===== config.mk =====
export PLATFORM = sky130hd
export DESIGN_NAME = aes_decrypt_ctrl
export DESIGN_NICKNAME = d
export VERILOG_FILES = /design/src/rtl/aes_pkg.sv /design/src/rtl/aes_decrypt_ctrl.sv
export SDC_FILE = /design/constraint.sdc
export NUM_CORES = 1
export LEC_CHECK = 0
export BUFFER_PORTS_ARGS = -buffer_cell sky130_fd_sc_hd__buf_2
export CAP_MARGIN = 20
export CORE_MARGIN = 2
export CORE_UTILIZATION = 40
export DETAILED_ROUTE_END_ITERATION = 10
export GPL_TIMING_DRIVEN = 0
export SYNTH_ARGS = -nofsm -noshare
export SYNTH_HDL_FRONTEND = slang
export SYNTH_SLANG_ARGS = --single-unit

===== constraint.sdc =====
create_clock -name CLK -period 1.8 [get_ports CLK]
set_input_delay 0.36 -clock CLK [delete_from_list [all_inputs] [get_ports CLK]]
set_output_delay 0.36 -clock CLK [all_outputs]
set_load 0.01 [all_outputs]

===== src/rtl/aes_pkg.sv =====
// Shared types and constants for the AES-128 decryption sequencer.
package aes_pkg;

    // Sequencer states: key expansion, message load, then the inverse-cipher step loop.
    typedef enum logic [3:0] {
        IDLE,
        KEY_EXP,
        LOAD,
        ARK_INIT,
        SHIFT,
        SUB,
        ARK,
        MIX,
        DONE
    } state_t;

    // Datapath state-register input mux selects.
    localparam logic [2:0] SEL_HOLD      = 3'd0;
    localparam logic [2:0] SEL_LOAD_MSG  = 3'd1;
    localparam logic [2:0] SEL_ADD_RK    = 3'd2;
    localparam logic [2:0] SEL_INV_SHIFT = 3'd3;
    localparam logic [2:0] SEL_INV_SUB   = 3'd4;
    localparam logic [2:0] SEL_INV_MIX   = 3'd5;

    localparam int AES128_ROUNDS = 10;

endpackage


===== src/rtl/aes_decrypt_ctrl.sv =====
// Sequencing FSM for the AES-128 decryption datapath. Drives mux selects and load
// strobes only; key expansion latency, round count and InvMixColumns column are
// tracked by small counters held beside the state register.
module aes_decrypt_ctrl
    import aes_pkg::*;
#(
    parameter int KEYEXP_CYCLES = 12,
    parameter int NUM_ROUNDS    = AES128_ROUNDS
) (
    input  logic       CLK,
    input  logic       RESET,
    input  logic       AES_START,
    output logic       AES_DONE,
    output logic       BUSY,
    output logic       KEYEXP_START,
    output logic [2:0] STATE_SEL,
    output logic       STATE_LD,
    output logic [3:0] RK_IDX,
    output logic [1:0] IMC_WORD
);

    localparam int            KW        = $clog2(KEYEXP_CYCLES + 1);
    localparam logic [KW-1:0] KEXP_LAST = KW'(KEYEXP_CYCLES - 1);
    localparam logic [3:0]    ROUND_TOP = 4'(NUM_ROUNDS);

    state_t        state, state_nxt;
    logic [KW-1:0] kexp_cnt, kexp_nxt;
    logic [3:0]    round_cnt, round_nxt;
    logic [1:0]    word_cnt, word_nxt;
    logic          busy_state;

    // State register and counters; synchronous reset returns everything to IDLE/0.
    // NOTE: non-blocking assignments so every register samples pre-edge values together.
    always_ff @(posedge CLK) begin
        if (RESET) begin
            state     <= IDLE;
            kexp_cnt  <= '0;
            round_cnt <= '0;
            word_cnt  <= '0;
        end else begin
            state     <= state_nxt;
            kexp_cnt  <= kexp_nxt;
            round_cnt <= round_nxt;
            word_cnt  <= word_nxt;
        end
    end

    assign busy_state = (state != IDLE) && (state != DONE);

    // Next-state and counter updates, with abort on START dropping while busy.
    // NOTE: every output of this block gets a default first, so no path infers a latch.
    always_comb begin
        state_nxt = state;
        kexp_nxt  = kexp_cnt;
        round_nxt = round_cnt;
        word_nxt  = word_cnt;
        unique case (state)
            IDLE: begin
                if (AES_START) begin
                    state_nxt = KEY_EXP;
                    kexp_nxt  = KEXP_LAST;
                end
            end
            KEY_EXP: begin
                if (kexp_cnt == '0) state_nxt = LOAD;
                else                kexp_nxt  = kexp_cnt - KW'(1);
            end
            LOAD:     state_nxt = ARK_INIT;
            ARK_INIT: begin
                round_nxt = ROUND_TOP - 4'd1;
                state_nxt = SHIFT;
            end
            SHIFT:    state_nxt = SUB;
            SUB:      state_nxt = ARK;
            ARK: begin
                // The last round has no InvMixColumns step.
                if (round_cnt == 4'd0) begin
                    state_nxt = DONE;
                end else begin
                    state_nxt = MIX;
                    word_nxt  = 2'd0;
                end
            end
            MIX: begin
                if (word_cnt == 2'd3) begin
                    word_nxt  = 2'd0;
                    round_nxt = round_cnt - 4'd1;
                    state_nxt = SHIFT;
                end else begin
                    word_nxt  = word_cnt + 2'd1;
                end
            end
            DONE: begin
                // Holding START after completion never restarts; it must drop first.
                if (!AES_START) state_nxt = IDLE;
            end
            default:  state_nxt = IDLE;
        endcase
        if (busy_state && !AES_START) begin
            state_nxt = IDLE;
            kexp_nxt  = '0;
            round_nxt = '0;
            word_nxt  = '0;
        end
    end

    // Moore output decode from the state register and counters.
    always_comb begin
        AES_DONE     = 1'b0;
        BUSY         = busy_state;
        KEYEXP_START = 1'b0;
        STATE_SEL    = SEL_HOLD;
        STATE_LD     = 1'b0;
        RK_IDX       = 4'd0;
        IMC_WORD     = 2'd0;
        unique case (state)
            KEY_EXP:  KEYEXP_START = (kexp_cnt == KEXP_LAST);
            LOAD: begin
                STATE_SEL = SEL_LOAD_MSG;
                STATE_LD  = 1'b1;
            end
            ARK_INIT: begin
                STATE_SEL = SEL_ADD_RK;
                STATE_LD  = 1'b1;
                RK_IDX    = ROUND_TOP;
            end
            SHIFT: begin
                STATE_SEL = SEL_INV_SHIFT;
                STATE_LD  = 1'b1;
            end
            SUB: begin
                STATE_SEL = SEL_INV_SUB;
                STATE_LD  = 1'b1;
            end
            ARK: begin
                STATE_SEL = SEL_ADD_RK;
                STATE_LD  = 1'b1;
                RK_IDX    = round_cnt;
            end
            MIX: begin
                STATE_SEL = SEL_INV_MIX;
                STATE_LD  = 1'b1;
                IMC_WORD  = word_cnt;
            end
            DONE:     AES_DONE = 1'b1;
            default:  ;
        endcase
    end

endmodule


## After elaboration in Yosys (flattened, before gate mapping)

Index checks and enable logic that the tools add are counted.

| storage, ports and cells | value |
|---|---|
| logic and storage cells | 61 |
| output and inout bits | 13 |
| register bits after elaboration | 14 |

| operators by class | value |
|---|---|
| equal/unequal tests | 17 |
| add/subtract/negate cells | 3 |
| reductions and logical operators | 17 |
| muxes and demuxes | 20 |

Operator list:

| cell | count |
|---|---|
| $pmux 4 s9 | 1 |
| $mux 4 | 8 |
| $pmux 4 s2 | 3 |
| $eq 4x3->1 const B | 4 |
| $pmux 3 s5 | 1 |
| $logic_not 4->1 | 3 |
| $ne 2x2->1 const B | 6 |
| $eq 4x2->1 const B | 2 |
| $eq 4x4->1 const B | 2 |
| $sub 4x1->4 const B | 2 |
| $mux 2 | 3 |
| $reduce_bool 2->1 | 3 |
| $reduce_or 6->1 | 1 |
| $eq 4x1->1 const B | 1 |
| $ne 4x4->1 const B | 1 |
| $pmux 2 s2 | 1 |
| $reduce_and 2->1 | 2 |
| $reduce_and 4->1 | 1 |
| $reduce_bool 4->1 | 1 |
| $reduce_or 2->1 | 2 |
| $mux 1 | 3 |
| $reduce_and 3->1 | 1 |
| $add 2x1->2 const B | 1 |
| $eq 2x2->1 const B | 1 |
| 2 further kinds | 3 |

## Depth between registers and ports, before layout

| depth | value |
|---|---|
| depth in word-level cells | 4 |
| gate-level depth with buffers | 5 |
| mapped depth without buffers | 5 |

## Worst setup path after synthesis

OpenSTA, ideal clock, no wires.

| timing path | value |
|---|---|
| path type | flip-flop to output port |
| from | register state[2] |
| to | output KEYEXP_START |
| setup slack | 0.224 ns |
| arrival | 1.216 ns |
| cell stages (with the launch flop) | 4 |
| cell sequence | dfxtp_1 buf_6 or4b_4 nor3_1 |

| between the ends | value |
|---|---|
| cells in the longest elaborated chain, start to end | 2 |

RTL lines:

| element | line | source |
|---|---|---|
| start, declared | aes_decrypt_ctrl.sv:26 | `state_t state, state_nxt;` |
| start signal, assigned | aes_decrypt_ctrl.sv:41 | `state <= state_nxt;` |
| $eq 4x1->1 | aes_decrypt_ctrl.sv:116 | `unique case (state)` |
| $mux 1 | aes_decrypt_ctrl.sv:116 |  |
| end, declared | aes_decrypt_ctrl.sv:15 | `output logic KEYEXP_START,` |

No other way between the ends.

## Worst setup path in the final report

| timing path | value |
|---|---|
| from | register state[1] |
| to | output KEYEXP_START |

The elaborated chain is that of the path after synthesis.

==> results.cfg <==
[outcome]
status = finished, violations left
violations = negative setup slack

[die]
start_util_pct = 41.7
dieHeight_microns = 54.3
die_w_microns = 54.3
core_sq_um = 2430
ios = 16
rows = 18
dieArea_sq_um = 2950

[global_route]
use_met1_pct = 24.0
grt_antenna_before_repair = 0
globalRouteMet3Util_pct = 2.46
grt_pass1_vias = 873
use_met2_pct = 30.9
grt_usage_pct = 18.6
grt_start_max_net_pins = 11
grt-busiest-layer = met2
grt_pass1_wl_microns = 3900
grt-ovfl-total = 0

[drt]
drc = 0
viasPerCell = 5.71
ant_nets = 0
routed_wirelength_microns = 2480
wl_per_cell_microns = 14.3
drt_iter0_drc = 14
firstDrtPassIters = 4
vias = 988

[finish]
fin_nets = 153
multi_input_area_sq_um = 699
drive_above_1_share_pct = 37.8
fillers = 248
diodes = 0
syn2layout_area_growth_pct = 28.6
register_area_sq_um = 295

[logic_synthesis]
syn_nets = 124
syn_area_sq_um = 1010
ys_ff_latch = 14
synth_flop_cell = dfxtp_1
ys_types = 46
netlist_top_cells_area = dfxtp_1 (28%), ha_1 (6.2%), or3_1 (3.1%)
yosys_warnings = 0
ys_seq_area_share_pct = 27.7
synth.avg_cell_area_sq_um = 8.74
synth_largest_area_cell = dfxtp_1
synth_edf_count = 0
synth_top_area_share_pct = 27.7
synthCells = 116
async_reset_ff_share_pct = 0

[placed_design]
port_buffers = 15
gp_congestion = 0.738
hpwl_microns = 1720

[sta]
rsz0062_at_grt = yes
holdWs_ns = 0.301
finalWorstPathRequiredPeriod_ns = 1.80
timing.final.crit_share_pct = 100
max_slew_margin_pct = 45.0
setup_ws_ns = -0.00344
clock-skew-final_ns = 0.00872
worstMarginPinSlew_ns = 0.813
slew_viol_final = 0
hold_viol_final = 0
max_freq_mhz = 554
finalSetupViolations = 1
tns_ns = -0.00344

[critical_path]
critPathKind = flip-flop to primary output
crit_arrival_ns = 1.44
worstPathRequired_ns = 1.44
crit_fanout = 7
crit_path_start_kind = flip-flop
crit_path_end_kind = primary output

[clock_network]
cts_tree = yes
clock-sinks = 14
cts-root-buf = clkbuf_4
cts_made_buffers = 3
clk_latency_ns = 0.28
clock_path_buffers = 2
cts_max_level = 1
clkTransAtPathRegs_ns = 0.08

[power_and_ir_drop]
power_density_nw_per_um2 = 829
finalPower_mw = 1.08
p_leak_nw = 0.608
ir_worst_vdd_v = 0.000527

[hold_path]
min_path_type = primary input to flip-flop

[flow_run]
cap_violations = 0
==> flip-flops by register name, summed over array words and instances, names as in the netlist <==
register / cells
kexp_cnt: 4
word_cnt: 2
state: 4
round_cnt: 4
==> cell families (layout without fill, tap and decap cells) <==
kind of cell               count (synthesis)  in the layout  share of synthesized area (%)
adders and majority gates                  5              5                           6.17
buffers and inverters                     14             41                           6.67
muxes                                      2              2                           2.22
DFF                                       14             14                           27.7
and+or+nand+nor                           49             49                           33.1
xor gates and xnor gates                   1              1                          0.864
AOI/OAI and AO/OA                         31             31                           23.3
==> cell type report <==
| type | count | area share, % |
|---|---|---|
| Clock buffer | 3 | 1.73 |
| Timing Repair Buffer | 26 | 12.6 |
| Inverter | 7 | 2.02 |
| Multi-Input combinational cell | 88 | 53.6 |
| Tap cell | 30 | 2.88 |
| Sequential cell | 14 | 22.6 |
| Buffer | 5 | 4.51 |
==> metrics by stage <==
step | area (sq um) | util, % | std cells | worst slack [ns]
finish | 1300 | 53.6 | 173 | -0.00344
CTS | 1230 | 50.5 | 167 | -0.0222
floorplan | 1010 | - | 116 | 0.225
global placement | 1130 | 46.3 | 161 | 0.0273
detailed placement | 1130 | 46.3 | 161 | -0.00888
global route | 1300 | 53.6 | 173 | -0.0863
==> path summary, 6_finish.rpt <==
path	from	end	slack (ns)	cells past startpoint
max reg2reg	state[2]$_SDFFE_PP0P_	kexp_cnt[1]$_SDFFE_PP0P_	0.02	4
min reg2reg	word_cnt[1]$_SDFFE_PP0P_	word_cnt[1]$_SDFFE_PP0P_	0.53	2
max	state[1]$_SDFFE_PP0P_	KEYEXP_START	-0.003	3
min	RESET	state[3]$_SDFFE_PP0P_	0.30	2
==> critical path, stage by stage (launching register included) <==
cell	delay [ns]
dfxtp_4	0.38
or4b_4	0.55
nor3_2	0.10
buf_2	0.14
==> cell usage after synthesis, drive strengths merged (3+ instances only) <==
cell and number:
dfxtp 14, inv 7, or3 5, a211oi 4
a21oi 5, nand3b 3, buf 3, nor2 6
a21o 3, clkbuf 4, nand2 5, ha 5
and2 4, nor3 6, o21ai 3
==> what timing repair did <==
action                     in CTS  in global routing
hold buffers                    0                  0
pin swaps                       2                  1
setup endpoints to repair       9                 12
setup buffers                   5                  6
resized for setup              18                  9
==> report_power, final <==
| group | internal (mW) | switching (mW) | total [mW] |
|---|---|---|---|
| clock | 0.0776 | 0.102 | 0.180 |
| sequential | 0.355 | 0.0613 | 0.417 |
| combinational | 0.243 | 0.241 | 0.485 |
==> placed cells by master, fill, tap and decap left out, drive strengths merged, types with 4 or more instances in the layout <==
master / instances
dfxtp: 14
and2: 4
a211oi: 4
clkbuf: 5
inv: 7
nor3: 6
nor2: 6
a21oi: 5
ha: 5
buf: 29
nand2: 5
or3: 5
==> layer usage <==
metal | vias to the layer above | part of all wire, %
met4 | 0 | 0.60
met5 | - | 0
met1 | 475 | 49
li1 | 497 | -
met3 | 2 | 2.5
met2 | 14 | 48
No activity file was read; power rests on OpenSTA's default activity.
